<file path="src/rtl/sseg_scan_decoder_pkg.sv">
`default_nettype none
// =============================================================================
// Module   : sseg_scan_decoder_pkg
// Purpose  : Shared FSM state type and 7-segment glyph table (active-low, g..a)
// Revision : 1.0 - initial release
// =============================================================================
package sseg_scan_decoder_pkg;

    typedef enum logic [1:0] {
        ST_IDLE   = 2'd0,
        ST_SETTLE = 2'd1,
        ST_HELD   = 2'd2
    } state_t;

    localparam logic [6:0] c_blank = 7'b1111111;

    localparam logic [6:0] c_glyph [16] = '{
        7'b1000000, 7'b1111001, 7'b0100100, 7'b0110000,
        7'b0011001, 7'b0010010, 7'b0000010, 7'b1111000,
        7'b0000000, 7'b0010000, 7'b0001000, 7'b0000011,
        7'b1000110, 7'b0100001, 7'b0000110, 7'b0001110
    };

    // Anode enables are active-low; these look at the set of driven digits.
    function automatic logic one_low(input logic [3:0] i_an);
        logic [3:0] w_low;
        w_low = ~i_an;
        return (w_low != 4'h0) && ((w_low & (w_low - 4'h1)) == 4'h0);
    endfunction

    function automatic logic multi_low(input logic [3:0] i_an);
        logic [3:0] w_low;
        w_low = ~i_an;
        return (w_low & (w_low - 4'h1)) != 4'h0;
    endfunction

endpackage
`default_nettype wire

</file>
<file path="src/rtl/sseg_glyph_decode.sv">
`default_nettype none
// =============================================================================
// Module   : sseg_glyph_decode
// Purpose  : Combinational 7-segment pattern to hex nibble / blank classifier
// Revision : 1.0 - initial release
// =============================================================================
module sseg_glyph_decode
    import sseg_scan_decoder_pkg::*;
(
    input  logic [6:0] i_pattern,
    output logic [3:0] o_nibble,
    output logic       o_valid,
    output logic       o_blank
);

    always_comb begin
        o_nibble = 4'h0;
        o_valid  = 1'b0;
        for (int i = 0; i < 16; i++) begin
            if (i_pattern == c_glyph[i]) begin
                o_nibble = 4'(i);
                o_valid  = 1'b1;
            end
        end
    end

    assign o_blank = (i_pattern == c_blank);

endmodule
`default_nettype wire

</file>
<file path="src/rtl/sseg_scan_decoder.sv">
`default_nettype none
// =============================================================================
// Module   : sseg_scan_decoder
// Purpose  : Recovers per-digit hex values from a multiplexed 7-segment bus
// Revision : 1.0 - initial release
// =============================================================================
module sseg_scan_decoder
    import sseg_scan_decoder_pkg::*;
#(
    parameter int SETTLE_CYC = 16,
    parameter int FRAME_TMO  = 65535
) (
    input  logic        clk,
    input  logic        rst,
    input  logic [3:0]  an,
    input  logic [6:0]  sseg,
    input  logic        dp,
    output logic [15:0] digits,
    output logic [3:0]  dig_valid,
    output logic [3:0]  dig_blank,
    output logic [3:0]  dp_seen,
    output logic        frame_done,
    output logic        err
);

    localparam int                 c_tmo_w  = $clog2(FRAME_TMO + 1);
    localparam logic [7:0]         c_settle = 8'(SETTLE_CYC);
    localparam logic [c_tmo_w-1:0] c_tmo    = c_tmo_w'(FRAME_TMO);

    state_t              r_state;
    state_t              w_next;
    logic [11:0]         r_prev;
    logic [7:0]          r_cnt;
    logic                r_done;
    logic [c_tmo_w-1:0]  r_tmo;
    logic [3:0]          r_mask;
    logic [15:0]         r_digits;
    logic [3:0]          r_valid;
    logic [3:0]          r_blank;
    logic [3:0]          r_dp;
    logic                r_frame_done;
    logic                r_err;

    logic [11:0]         w_smp;
    logic                w_chg;
    logic                w_win;
    logic                w_accept;
    logic                w_multi;
    logic                w_tmo_hit;
    logic [3:0]          w_sel;
    logic [3:0]          w_mask_nxt;
    logic [3:0]          w_dec_nibble;
    logic                w_dec_valid;
    logic                w_dec_blank;

    assign w_smp = {an, sseg, dp};
    assign w_chg = (w_smp != r_prev);
    // r_done keeps a window that outlives the counter target from firing twice.
    assign w_win = (r_cnt == c_settle) && !r_done;

    // The accepted sample is the registered stable value, not the live bus.
    sseg_glyph_decode u_glyph (
        .i_pattern (r_prev[7:1]),
        .o_nibble  (w_dec_nibble),
        .o_valid   (w_dec_valid),
        .o_blank   (w_dec_blank)
    );

    always_ff @(posedge clk) begin
        if (rst) begin
            r_state <= ST_IDLE;
        end else begin
            r_state <= w_next;
        end
    end

    always_comb begin
        w_next = r_state;
        unique case (r_state)
            ST_IDLE: begin
                if (one_low(an)) w_next = ST_SETTLE;
            end
            ST_SETTLE: begin
                if (w_chg)      w_next = one_low(an) ? ST_SETTLE : ST_IDLE;
                else if (w_win) w_next = ST_HELD;
            end
            ST_HELD: begin
                if (w_chg)      w_next = one_low(an) ? ST_SETTLE : ST_IDLE;
            end
            default: w_next = ST_IDLE;
        endcase
    end

    always_comb begin
        w_accept = (r_state == ST_SETTLE) && w_win;
        w_multi  = w_win && multi_low(r_prev[11:8]);
    end

    always_ff @(posedge clk) begin
        if (rst) begin
            r_prev <= 12'h000;
            r_cnt  <= 8'h00;
            r_done <= 1'b0;
        end else begin
            r_prev <= w_smp;
            if (w_chg) begin
                r_cnt  <= 8'h01;
                r_done <= 1'b0;
            end else begin
                if (r_cnt != 8'hFF) r_cnt <= r_cnt + 8'h01;
                if (w_win)          r_done <= 1'b1;
            end
        end
    end

    assign w_sel      = ~r_prev[11:8];
    assign w_tmo_hit  = (r_tmo == c_tmo);
    assign w_mask_nxt = (w_tmo_hit ? 4'h0 : r_mask) | w_sel;

    always_ff @(posedge clk) begin
        if (rst) begin
            r_tmo        <= '0;
            r_mask       <= 4'h0;
            r_digits     <= 16'h0000;
            r_valid      <= 4'h0;
            r_blank      <= 4'hF;
            r_dp         <= 4'h0;
            r_frame_done <= 1'b0;
            r_err        <= 1'b0;
        end else begin
            r_frame_done <= 1'b0;
            r_err        <= w_multi;
            if (w_tmo_hit) r_mask <= 4'h0;
            if (w_accept) begin
                r_tmo <= '0;
                for (int n = 0; n < 4; n++) begin
                    if (w_sel[n]) begin
                        if (w_dec_valid) r_digits[4*n +: 4] <= w_dec_nibble;
                        r_valid[n] <= w_dec_valid;
                        r_blank[n] <= w_dec_blank;
                        r_dp[n]    <= ~r_prev[0];
                    end
                end
                if (!w_dec_valid && !w_dec_blank) r_err <= 1'b1;
                if (w_mask_nxt == 4'hF) begin
                    r_mask       <= 4'h0;
                    r_frame_done <= 1'b1;
                end else begin
                    r_mask <= w_mask_nxt;
                end
            end else if (!w_tmo_hit) begin
                r_tmo <= r_tmo + c_tmo_w'(1);
            end
        end
    end

    assign digits     = r_digits;
    assign dig_valid  = r_valid;
    assign dig_blank  = r_blank;
    assign dp_seen    = r_dp;
    assign frame_done = r_frame_done;
    assign err        = r_err;

endmodule
`default_nettype wire

</file>
<file path="config.mk">
export PLATFORM = sky130hd
export DESIGN_NAME = sseg_scan_decoder
export DESIGN_NICKNAME = d
export VERILOG_FILES = /design/src/rtl/sseg_scan_decoder_pkg.sv /design/src/rtl/sseg_glyph_decode.sv /design/src/rtl/sseg_scan_decoder.sv
export SDC_FILE = /design/constraint.sdc
export NUM_CORES = 1
export LEC_CHECK = 0
export ABC_AREA = 1
export CAP_MARGIN = 20
export CORE_ASPECT_RATIO = 1.2
export CORE_UTILIZATION = 45
export CTS_BUF_LIST = sky130_fd_sc_hd__clkbuf_4 sky130_fd_sc_hd__clkbuf_8
export DETAILED_ROUTE_END_ITERATION = 6
export GPL_TIMING_DRIVEN = 0
export PLACE_DENSITY = 0.67
export SLEW_MARGIN = 20
export SYNTH_ARGS = -nofsm -noshare
export SYNTH_HDL_FRONTEND = slang
export SYNTH_SLANG_ARGS = --single-unit
</file>
<file path="constraint.sdc">
create_clock -name clk -period 2.06 [get_ports clk]
set_input_delay 0.206 -clock clk [delete_from_list [all_inputs] [get_ports clk]]
set_output_delay 0.206 -clock clk [all_outputs]
set_load 0.005 [all_outputs]
</file>
==> metrics.txt <==
initial antenna violation count 0; sum of negative setup slack 0 ns; area of the mapped netlist 3560 sq um; CTS Hold Bufs 0; endpoints failing setup 0; Nets 603; fraction of layout cells with a size suffix above 1 10.5%; routability cong. 0.856; layout overhead on the synthesized area 21.9%; CP Class flip-flop to flip-flop; hold-critical path depth 2; Netlist cell types 32; worst setup margin roughly 0.22 ns; hold violation total from the final report 0; n_diodes 0; Die H between 90 and 100 um; H-tree levels 3; TritonCTS Buffers 9; hold crit path type input pin to flip-flop; cells along the critical path ha_1 -> nand2_1 -> nor2_2 -> nand2_1 -> nor2_2 -> nand2_2 -> nand2_1 -> nor2_1 -> a21o_1 -> nand3_1 -> inv_1; VDD IR-drop max ~450 uV; Syn Inst Count 532; pwr/cell area approximately 680 nW/um^2; commonest register cell after synthesis dfxtp_1; worst hold slack 0.269 ns; number of global-route vias before repair between 3000 and 4000; achievable frequency 543 MHz; Post-synth EDFFs 0; slowest stage cell, crit path dfxtp_1; antenna-violating nets left 0; YS warnings 0; delay-heaviest family, CP simple AND/OR/NAND/NOR gates; largest net degree at the start of global routing 13; R2R depth 11; Synth Area per Inst 6.69 sq um; clock skew about 0.0048 ns; status completed; core area approximately 7700 sq um; Worst setup EP type flip-flop; final period utilization about nine tenths; Starting DRT DRC Count ~110; Worst EP arrival 2.09 ns; WL final approximately 7900 um; Leakage roughly 1.8 nW; DR pass1 iterations 4; Yosys reg bits 73; PortBufs 42; die area between 8000 and 9000 sq um; initial core utilization between 40 and 50%; asr flop ratio synth 0%; slowest stage delay, CP 0.37 ns; grt ovf 0; CTS tree yes; Worst-path clk slew approximately 0.080 ns; Total GRT Usage 20.4%; DRC 0; Max Slew Vio Count 0; Seq/Total Area, Yosys around two fifths; Required @ worst endpoint ~2.3 ns; DP Cell Count between 600 and 700; Syn Nets between 500 and 600; Cell Count, Final, Fillers Out slightly below 700; crit path launch type flip-flop; clk buf depth 2; clock sink count 73; Clk Latency, worst-skew pair roughly 0.34 ns; critical path depth 11; DP HPWL ~5800 um; number of fill cells about 760; Bufs and invs on worst path 1; Slew @ Worst Pin 0.573 ns; critical path's most frequent cell nand2_1; CTS root buf clkbuf_8; Avg WL per Cell 11.5 um; Worst Path Max Fanout 6; Post-Place Worst Slack 0.166 ns; total number of vias ~3300; first-pass GRT wire length 13700 um; Reg2Reg Setup Slack roughly 0.22 ns; Max-slew headroom 61.8%; DR vias/cell 4.86; max-cap violations 0; num rows 35; Die Wd between 80 and 90 um; number of top-level pins 44; min Tclk post-route between 1.5 and 2 ns
[synth_stat cells, types with 3 or more instances]
cell | count | share of area (%)
dfxtp_1 | 73 | 41
a31oi_1 | 3 | 0.53
nor2_1 | 81 | 8.5
inv_2 | 4 | 0.42
ha_1 | 3 | 1.1
nand2_2 | 11 | 1.9
nor2_2 | 15 | 2.6
o21ai_0 | 21 | 3.0
nor2_4 | 3 | 0.95
nand3_1 | 30 | 4.2
inv_1 | 73 | 7.7
xnor2_1 | 3 | 0.74
o211ai_1 | 4 | 0.84
nor3_1 | 9 | 1.3
nand2_1 | 130 | 14
or2_2 | 4 | 0.70
nand4_1 | 8 | 1.4
a21oi_1 | 39 | 5.5
[flip-flops by register name, indices dropped and copies added (netlist names)]
register / cells
dig_valid: 4
r_done: 1
frame_done: 1
dig_blank: 4
digits: 16
r_tmo: 16
err: 1
r_state: 2
dp_seen: 4
r_prev: 12
r_cnt: 8
r_mask: 4
[layout make-up]
| type | instances | area (sq um) | area share [%] |
|---|---|---|---|
| Timing Repair Buffer | 43 | 428 | 9.86 |
| Clock inverter | 5 | 77.6 | 1.79 |
| Multi-Input combinational cell | 376 | 1780 | 40.9 |
| Buffer | 6 | 41.3 | 0.951 |
| Inverter | 77 | 289 | 6.66 |
| Sequential cell | 73 | 1460 | 33.7 |
| Clock buffer | 11 | 151 | 3.49 |
| Tap cell | 92 | 115 | 2.65 |
[cell families after synthesis]
| logic type | after synthesis | synth area share, % |
|---|---|---|
| simple gates | 296 | 36.6 |
| buf+inv | 83 | 9.28 |
| flops | 73 | 41.1 |
| compound gates | 72 | 10.8 |
| xor+xnor | 5 | 1.23 |
| fa+ha+maj | 3 | 1.05 |
[layout by cell type (no fill, tap or decap), types with 3 or more instances in the layout]
master	count
nor2_2	16
a31oi_1	3
clkbuf_8	11
nor3_1	9
inv_1	73
a21oi_1	39
nor2_4	3
o21ai_0	21
dfxtp_1	73
nand3_1	30
nand2_1	129
inv_2	4
clkdlybuf4s50_1	42
o211ai_1	4
or2_2	4
xnor2_1	3
ha_1	3
nor2_1	80
nand2_2	12
nand4_1	8
[what timing repair did]
item                                   CTS  global route
setup endpoints to repair                0             6
resized for setup                        0             3
buffers inserted                         0             1
endpoints found under the hold margin    0             0
[worst reg2reg max path: cells and delay by family (launching register included)]
| family | cells | cell delay, ns |
|---|---|---|
| simple gates | 8 | 0.96 |
| flops | 1 | 0.37 |
| fa+ha+maj | 1 | 0.24 |
| compound gates | 1 | 0.15 |
| buf+inv | 1 | 0.04 |
[per-stage QoR]
stage,power (mW),cell area [sq um],utilization (%)
after detailed placement,1.72,4100,53.4
after floorplan,1.65,3560,-
after global routing,3.09,4340,56.6
after global placement,1.71,4100,53.4
after CTS,3.00,4320,56.4
final,2.95,4340,56.6
[layer usage]
metal	vias to the layer above	GRT usage (%)	wire length (um)
li1	1775	-	-
met2	57	34.5	3770
met4	0	8.49	145
met3	13	4.90	329
met1	1477	24.8	3610
met5	-	0	0
[where the power goes]
group	switching, mW	internal, mW	total [mW]
clock	0.525	0.744	1.27
combinational	0.141	0.0880	0.230
sequential	0.0260	1.43	1.46
total	0.693	2.26	2.95
[worst paths after layout]
path / to / start
max reg2reg: r_tmo[9] / r_tmo[0]
min: dig_valid[1] / rst
min reg2reg: r_done / r_done
max: r_tmo[9] / r_tmo[0]
Power figures use the tool's default switching activity.
